### config.mk
export PLATFORM = sky130hd
export DESIGN_NAME = ma_filter_mc
export DESIGN_NICKNAME = d
export VERILOG_FILES = /design/src/rtl/ma_filter_mc.sv
export SDC_FILE = /design/constraint.sdc
export NUM_CORES = 2
export LEC_CHECK = 0
export CELL_PAD_IN_SITES_DETAIL_PLACEMENT = 1
export CELL_PAD_IN_SITES_GLOBAL_PLACEMENT = 2
export CORE_MARGIN = 4
export CORE_UTILIZATION = 31
export DETAILED_ROUTE_END_ITERATION = 12
export DONT_BUFFER_PORTS = 1
export GPL_TIMING_DRIVEN = 0
export PLACE_DENSITY_LB_ADDON = 0.1
export SYNTH_ARGS = -nofsm -noshare
export SYNTH_HDL_FRONTEND = slang
export SYNTH_SLANG_ARGS = --single-unit
export TNS_END_PERCENT = 1
### constraint.sdc
create_clock -name clk -period 22.1 [get_ports clk]
set_clock_uncertainty 0.2 [all_clocks]
set_input_delay 3.315 -clock clk [delete_from_list [all_inputs] [get_ports clk]]
set_output_delay 3.315 -clock clk [all_outputs]
set_load 0.05 [all_outputs]
### src/rtl/ma_filter_mc.sv
`default_nettype none
// ============================================================================
// Module      : ma_filter_mc
// Description : Multi-channel time-multiplexed moving-average filter with a
//               runtime power-of-two window and two-stage output pipeline.
// Revision    : 1.0 - initial release
// ============================================================================
module ma_filter_mc #(
  parameter int  INPUT_WIDTH  = 16,
  parameter int  OUTPUT_WIDTH = 18,
  parameter int  MAX_ORDER    = 4,
  parameter int  CHANNELS     = 4,
  parameter int  SIGNED       = 0,
  parameter int  ROUND        = 0,
  localparam int CW           = (CHANNELS > 1) ? $clog2(CHANNELS) : 1,
  localparam int OW           = $clog2(MAX_ORDER + 1)
) (
  input  logic                    clk,
  input  logic                    nrst,
  input  logic                    in_valid,
  input  logic [CW-1:0]           in_chan,
  input  logic [INPUT_WIDTH-1:0]  data,
  input  logic [OW-1:0]           order,
  input  logic                    clear,
  output logic                    out_valid,
  output logic [CW-1:0]           out_chan,
  output logic [OUTPUT_WIDTH-1:0] result,
  output logic                    out_full
);

  localparam int            DEPTH   = 1 << MAX_ORDER;
  localparam int            AW      = INPUT_WIDTH + MAX_ORDER;
  localparam logic [OW-1:0] MAX_ORD = OW'(MAX_ORDER);

  if (OUTPUT_WIDTH < INPUT_WIDTH) begin : g_bad_width
    $error("ma_filter_mc: OUTPUT_WIDTH must be >= INPUT_WIDTH");
  end
  if (MAX_ORDER < 1) begin : g_bad_order
    $error("ma_filter_mc: MAX_ORDER must be >= 1");
  end

  // Per-channel state
  logic [CHANNELS-1:0][DEPTH-1:0][INPUT_WIDTH-1:0] hist_q, hist_d;
  logic [CHANNELS-1:0][MAX_ORDER-1:0]              wp_q, wp_d;
  logic [CHANNELS-1:0][AW-1:0]                     acc_q, acc_d;
  logic [CHANNELS-1:0][MAX_ORDER:0]                fill_q, fill_d;
  logic [OW-1:0]                                   order_q, order_d;

  // Stage 1 registers
  logic                s1_valid_q, s1_valid_d;
  logic [CW-1:0]       s1_chan_q, s1_chan_d;
  logic [AW-1:0]       s1_sum_q, s1_sum_d;
  logic [OW-1:0]       s1_order_q, s1_order_d;
  logic                s1_full_q, s1_full_d;

  // Stage 2 (output) registers
  logic                    out_valid_q, out_valid_d;
  logic [CW-1:0]           out_chan_q, out_chan_d;
  logic [OUTPUT_WIDTH-1:0] result_q, result_d;
  logic                    out_full_q, out_full_d;

  logic                   chan_ok;
  logic [OW-1:0]          ord_c;
  logic                   flush;
  logic                   accept;
  logic [CW-1:0]          chan_idx;
  logic [MAX_ORDER:0]     win_n;
  logic [MAX_ORDER-1:0]   wp_cur;
  logic [MAX_ORDER-1:0]   rd_idx;
  logic [AW-1:0]          acc_cur;
  logic [AW-1:0]          acc_new;
  logic [MAX_ORDER:0]     fill_cur;
  logic [MAX_ORDER:0]     fill_new;
  logic [INPUT_WIDTH-1:0] x_old;
  logic                   x_sgn;
  logic                   old_sgn;
  logic [AW-1:0]          x_ext;
  logic [AW-1:0]          old_ext;

  if (CHANNELS == (1 << CW)) begin : g_chan_all
    assign chan_ok = 1'b1;
  end else begin : g_chan_chk
    assign chan_ok = ({1'b0, in_chan} < (CW + 1)'(CHANNELS));
  end

  // Stage 1: flush handling, history/accumulator update, window bookkeeping
  always_comb begin
    ord_c    = (order > MAX_ORD) ? MAX_ORD : order;
    flush    = clear || (ord_c != order_q);
    accept   = in_valid && chan_ok;
    chan_idx = accept ? in_chan : '0;
    win_n    = (MAX_ORDER + 1)'(1) << ord_c;

    // A flush zeroes state first so a same-cycle sample starts a fresh window
    hist_d  = flush ? '0 : hist_q;
    wp_d    = flush ? '0 : wp_q;
    acc_d   = flush ? '0 : acc_q;
    fill_d  = flush ? '0 : fill_q;
    order_d = ord_c;

    wp_cur   = wp_d[chan_idx];
    acc_cur  = acc_d[chan_idx];
    fill_cur = fill_d[chan_idx];
    rd_idx   = wp_cur - win_n[MAX_ORDER-1:0];
    x_old    = hist_d[chan_idx][rd_idx];

    x_sgn    = (SIGNED != 0) && data[INPUT_WIDTH-1];
    old_sgn  = (SIGNED != 0) && x_old[INPUT_WIDTH-1];
    x_ext    = {{MAX_ORDER{x_sgn}}, data};
    old_ext  = {{MAX_ORDER{old_sgn}}, x_old};
    acc_new  = acc_cur + x_ext - old_ext;
    fill_new = (fill_cur == (MAX_ORDER + 1)'(DEPTH)) ? fill_cur
                                                     : fill_cur + (MAX_ORDER + 1)'(1);

    if (accept) begin
      hist_d[chan_idx][wp_cur] = data;
      wp_d[chan_idx]           = wp_cur + MAX_ORDER'(1);
      acc_d[chan_idx]          = acc_new;
      fill_d[chan_idx]         = fill_new;
    end

    s1_valid_d = accept;
    s1_chan_d  = s1_chan_q;
    s1_sum_d   = s1_sum_q;
    s1_order_d = s1_order_q;
    s1_full_d  = s1_full_q;
    if (accept) begin
      s1_chan_d  = in_chan;
      s1_sum_d   = acc_new;
      s1_order_d = ord_c;
      s1_full_d  = (fill_new >= win_n);
    end
  end

  // Stage 2: round, shift, extend
  logic [AW:0]               sum_ext;
  logic [AW:0]               rnd;
  logic [AW:0]               sum_rnd;
  logic [INPUT_WIDTH-1:0]    mean;
  logic [OUTPUT_WIDTH-1:0]   mean_ext;

  always_comb begin
    sum_ext = {(SIGNED != 0) && s1_sum_q[AW-1], s1_sum_q};
    rnd     = '0;
    if ((ROUND != 0) && (s1_order_q != '0)) begin
      rnd = (AW + 1)'(1) << (s1_order_q - OW'(1));
    end
    sum_rnd = sum_ext + rnd;
    if (SIGNED != 0) begin
      mean = INPUT_WIDTH'($signed(sum_rnd) >>> s1_order_q);
    end else begin
      mean = INPUT_WIDTH'(sum_rnd >> s1_order_q);
    end
  end

  if (OUTPUT_WIDTH > INPUT_WIDTH) begin : g_ext
    assign mean_ext = {{(OUTPUT_WIDTH - INPUT_WIDTH){(SIGNED != 0) && mean[INPUT_WIDTH-1]}}, mean};
  end else begin : g_noext
    assign mean_ext = OUTPUT_WIDTH'(mean);
  end

  // Result fields hold between strobes
  always_comb begin
    out_valid_d = s1_valid_q;
    out_chan_d  = out_chan_q;
    result_d    = result_q;
    out_full_d  = out_full_q;
    if (s1_valid_q) begin
      out_chan_d = s1_chan_q;
      result_d   = mean_ext;
      out_full_d = s1_full_q;
    end
  end

  always_ff @(posedge clk or negedge nrst) begin
    if (!nrst) begin
      hist_q      <= '0;
      wp_q        <= '0;
      acc_q       <= '0;
      fill_q      <= '0;
      order_q     <= '0;
      s1_valid_q  <= 1'b0;
      s1_chan_q   <= '0;
      s1_sum_q    <= '0;
      s1_order_q  <= '0;
      s1_full_q   <= 1'b0;
      out_valid_q <= 1'b0;
      out_chan_q  <= '0;
      result_q    <= '0;
      out_full_q  <= 1'b0;
    end else begin
      hist_q      <= hist_d;
      wp_q        <= wp_d;
      acc_q       <= acc_d;
      fill_q      <= fill_d;
      order_q     <= order_d;
      s1_valid_q  <= s1_valid_d;
      s1_chan_q   <= s1_chan_d;
      s1_sum_q    <= s1_sum_d;
      s1_order_q  <= s1_order_d;
      s1_full_q   <= s1_full_d;
      out_valid_q <= out_valid_d;
      out_chan_q  <= out_chan_d;
      result_q    <= result_d;
      out_full_q  <= out_full_d;
    end
  end

  assign out_valid = out_valid_q;
  assign out_chan  = out_chan_q;
  assign result    = result_q;
  assign out_full  = out_full_q;

endmodule
`default_nettype wire

# After elaboration in Yosys (flattened, before gate mapping)
# Cells that the tools add are included.
[classes] n_mux=35 addsub=5 n_shift=2 n_eq_ne=2 n_reduce_logical=3 magnitude_cmp=7
[ops] op="$mux 1024" n=2
[ops] op="$bwmux 1024" n=1
[ops] op="$bmux 256 s2" n=1
[ops] op="$demux 256 s2" n=1
[ops] op="$mux 256" n=2
[ops] op="$mux 80" n=2
[ops] op="$bwmux 80" n=1
[ops] op="$mux 20" n=4
[ops] op="$bmux 16 s4" n=1
[ops] op="$demux 16 s4" n=1
[ops] op="$mux 16" n=4
[ops] op="$bmux 20 s2" n=1
[ops] op="$demux 20 s2" n=1
[ops] op="$add 20x16->20" n=1
[ops] op="$bwmux 20" n=1
[ops] op="$shr 20x3->16" n=1
[ops] op="$sub 20x16->20" n=1
[ops] op="$bwmux 16" n=1
[ops] op="$mux 5" n=3
[ops] op="$bmux 5 s2" n=1
[ops] op="$demux 5 s2" n=1
[ops] op="$lt 4x5->1 const B" n=2
[ops] op="$bmux 4 s2" n=1
[ops] op="$demux 4 s2" n=1
[ops] op="other kinds (16)" n=18
[word_totals] ff_bits=1190 word_cells=140 output_inout_bits=22

# Longest topological paths before layout
[depth] depth_word=15 ltp_mapped=30 mapped_depth_nobuf=25

# Worst setup path before layout
# Ideal clock, no wire load.
[synth_timing] path_kind="input to register" start="input port in_chan[1]" end="register acc_q[16] in the netlist's numbering" setup_time_ps=83 slack_ps=11998 required_time_ps=21817 cell_stages=27 arrival_time_ps=9820 path_buffers=5 path_cell_list="buf_2 -> nand3b_1 -> buf_2 -> o22ai_1 -> a21oi_1 -> nand2_1 -> inv_1 -> nor2_1 -> fa_1 -> xor2_1 -> clkbuf_1 -> buf_2 -> clkbuf_1 -> o311ai_0 -> a32o_1 -> ha_1 -> inv_1 -> ha_1 -> fa_1 -> a21o_1 -> a21oi_1 -> o21ba_2 -> o221ai_1 -> a21oi_1 -> nor3_1 -> or4_1 -> o21ai_0"
[synth_rtl] element="start, declared" line_no="21" text="input logic [CW-1:0] in_chan,"
[synth_rtl] element="end signal, assigned" line_no="179" text="acc_q <= '0;"
[synth_rtl] element="end signal, assigned" line_no="194" text="acc_q <= acc_d;"
[synth_rtl] element="end, declared" line_no="45" text="logic [CHANNELS-1:0][AW-1:0] acc_q, acc_d;"

==> impl_results.md <==
* Outcome: finished, violations left
* Failing checks: max-capacitance violations, max-slew violations
* RSZ-0062 raised after global routing: no
* Ports at 47
* RR Endpoint: acc_q[39]
* Clock buffer depth at 3
* GRT Overall Usage at 38.1%
* Critical path class: in -> reg
* Layout Cells excl Fill at 9681
* First-pass GRT wire length at 513 mm
* Fin nets at 7134
* Leak at 28.5 nW
* Sw Share at 32.0%
* CTS Root Cell: clkbuf_16
* Maximum clock frequency at 69.6 MHz
* CTS sink count at 1190
* H-tree levels at 4
* Antenna-violating nets left at 0
* Total placed cells including tap cells at 9393
* Register share of total power at 40.4%
* Post-synthesis register bit count at 1190
* Finished Core Util at 35.8%
* Clock share of power at 44.8%
* Die Y at 444 µm
* Fraction of layout cells with a size suffix above 1 at 7.40%
* Most common cell in the netlist: nand2_1
* Core outline area at 0.188 mm²
* Vias in the first global route at 57000
* CP Data Required Time at 22.55 ns
* Cts bufs inserted at 151
* Final Hold Fails at 0
* Min Tclk post-route at 14.36 ns
* Worst stage delay on the critical path at 1.19 ns
* Via-to-Cell Ratio at 6.02
* Post-CTS Repair Setup Buffers at 0
* Worst VDD drop at 68.9 µV
* Gate Count Post-Synth at 6890
* Reg-to-reg startpoint: order_q[1]
* CP Capture Point: acc_q[39]
* Worst reg2reg setup slack at 9.97 ns
* Clk_lat worst skew at 0.83 ns
* Worst r2r path cells at 23
* Setup total negative slack at 0 ns
* Area Overhead vs Synth at 14.5%
* Critical path's slowest cell: buf_1
* CP arrival at 14.81 ns
* Final period utilization at 65.0%
* Starting DRT DRC Count at 7615
* Total number of vias at 58200
* Initial antenna violation count at 35
* Ys async rst share at 100%
* Port-buffer cells at 0
* Pre-antenna DRT Iters at 7
* RePlAce Congestion at 1.03
* Final Power at 0.00576 W
* Gr ovfl total at 0
* CTS Hold Bufs at 0
* Routed wire length at 385 mm
* Synth Area per Inst at 8.54 µm²
* Cell taking the most area after synthesis: dfrtp_1
* Critical Path Start Type: primary input
* Crit Path Max Fanout at 10
* Post-synth top area share at 50.6%
* DR DRC count at 0
* Netlist cell types at 73
* Row Count at 159
* CTS tree: built
* Worst setup EP type: flop
* Clock-pin slew on the worst setup and hold paths at 0.06 ns
* Final Max Slew Viols at 188
* Yosys Warn Count at 0
* Top cells by area, synth: dfrtp_1 (51%), nand2_1 (14%), o21ai_0 (8.7%), clkbuf_1 (3.7%), mux2_2 (3.1%)
* DP HPWL at 279 mm
* Number of flops mapped to enable cells by yosys at 0
* Synthesized cell area at 0.0589 mm²
* Hold depth at 0
* Initial core utilization at 31.2%
* Worst hold-check path type: reg -> reg
* Power density over the cells at 85.4 mW/mm²
* Wire per inst at 39.8 µm
* Die ar. at 0.197 mm²
* Die width at 444 µm
* Worst Max-Slew Pin Slew at 1.69 ns
* Worst slew margin at -12.7%
* Synth cell count leaders: nand2_1 (2173), dfrtp_1 (1190), o21ai_0 (1026)
* Switching power at 0.00184 W
* Register area share after synthesis at 50.6%
* Internal power at 0.00392 W
* Primary FF master, synth: dfrtp_1
* Largest net degree at the start of global routing at 1191
* Max-Cap Viols at 25
* Setup violations, final at 0
* CTS resizes at 0
* Crit path launch: in_chan[1]
* Combinational share of power at 14.9%
==> logic make-up (layout without fill, tap and decap cells) <==
logic type,count (synthesis),count (layout),synth area share (%)
AO/OA/AOI/OAI,1807,1807,17.8
buffers and inverters,725,1009,4.78
XOR/XNOR,29,29,0.457
adder cells (fa/ha/maj),49,49,1.26
flip-flops,1190,1190,50.6
AND/OR/NAND/NOR,2746,2746,18.6
multiplexers,343,343,6.54
other,1,13,0.00637
==> final cells by class <==
type | count | area, µm²
diodes | 11 | 27.5
plain buffers | 698 | 2760
clock buffers | 231 | 4510
clock inverters | 37 | 445
fillers | 22000 | 121000
inverters | 27 | 101
multi-input cells | 4976 | 26300
flip-flops and latches | 1190 | 29800
well taps | 2495 | 3120
repair buffers | 16 | 353
==> cells in the final DEF, fill, tap and decap left out, types with 12 or more instances in the layout <==
| cell | instances |
|---|---|
| nand2_1 | 2173 |
| dfrtp_1 | 1190 |
| o21ai_0 | 1026 |
| clkbuf_1 | 596 |
| nand3_1 | 308 |
| a21oi_1 | 224 |
| o22ai_1 | 214 |
| nor2_1 | 169 |
| mux2i_1 | 163 |
| mux2_2 | 163 |
| clkbuf_16 | 155 |
| a22oi_1 | 79 |
| buf_2 | 56 |
| buf_1 | 56 |
| o221ai_1 | 38 |
| a222oi_1 | 38 |
| clkbuf_8 | 35 |
| ha_1 | 32 |
| o211ai_1 | 30 |
| a211oi_1 | 28 |
| inv_1 | 26 |
| clkbuf_2 | 25 |
| a221oi_1 | 20 |
| clkinv_2 | 20 |
| and3_1 | 18 |
| and2_1 | 17 |
| mux4_2 | 17 |
| fa_1 | 17 |
| o311ai_0 | 15 |
| nor3_1 | 14 |
| xnor2_1 | 14 |
| a311oi_1 | 14 |
| nor2b_1 | 12 |
| a21o_1 | 12 |
==> registers in the layout, indices dropped and copies added (netlist names) <==
signal       count
hist_q        1024
acc_q           80
fill_q          20
s1_sum_q        20
result          16
wp_q            16
order_q          3
s1_order_q       3
out_chan         2
s1_chan_q        2
out_full         1
out_valid        1
out_valid_d      1
s1_full_q        1
==> worst max-delay path, delay by kind of cell <==
kind                     cells  cell delay, ns
adder cells (fa/ha/maj)      3            1.10
AO/OA/AOI/OAI               11            4.40
buffers and inverters        7            4.31
AND/OR/NAND/NOR              4            1.64
==> power by group through the flow <==
stage                     clock, W  sequential, W  combinational (W)
final                      0.00258        0.00232           0.000857
after global routing       0.00269        0.00233           0.000877
after CTS                  0.00260        0.00232           0.000783
after detailed placement         0        0.00236           0.000781
after global placement           0        0.00236           0.000770
after floorplan                  0        0.00235           0.000372
==> through the flow <==
| step | hold WS, ns | setup WS [ns] | cell area, µm² |
|---|---|---|---|
| after detailed placement | 0.178 | 7.60 | 62200 |
| final | 0.184 | 7.74 | 67400 |
| after global routing | 0.213 | 7.90 | 67400 |
| after global placement | 0.158 | 7.26 | 62000 |
| after floorplan | 0.152 | 12.00 | 58900 |
| after CTS | 0.192 | 8.44 | 67100 |
==> per-layer routing <==
layer  GRT usage [%]  vias to the layer above  share of wire [%]
met5               0                        -             0.0062
met4            18.2                        4                5.6
met3            12.0                      683                 10
met2            55.6                     2959                 42
met1            51.1                    30600                 42
li1                -                    23900                  -
==> how the worst min path moves through the flow <==
stage / from / slack, ns / to
6_report: out_valid_d / 0.18 / out_valid
3_3_place_gp: out_valid_d / 0.16 / out_valid
3_5_place_dp: out_valid_d / 0.18 / out_valid
4_1_cts: out_valid_d / 0.19 / out_valid
2_1_floorplan: out_valid_d / 0.15 / out_valid
5_1_grt: out_valid_d / 0.21 / out_valid
No activity file was read; power rests on OpenSTA's default activity.
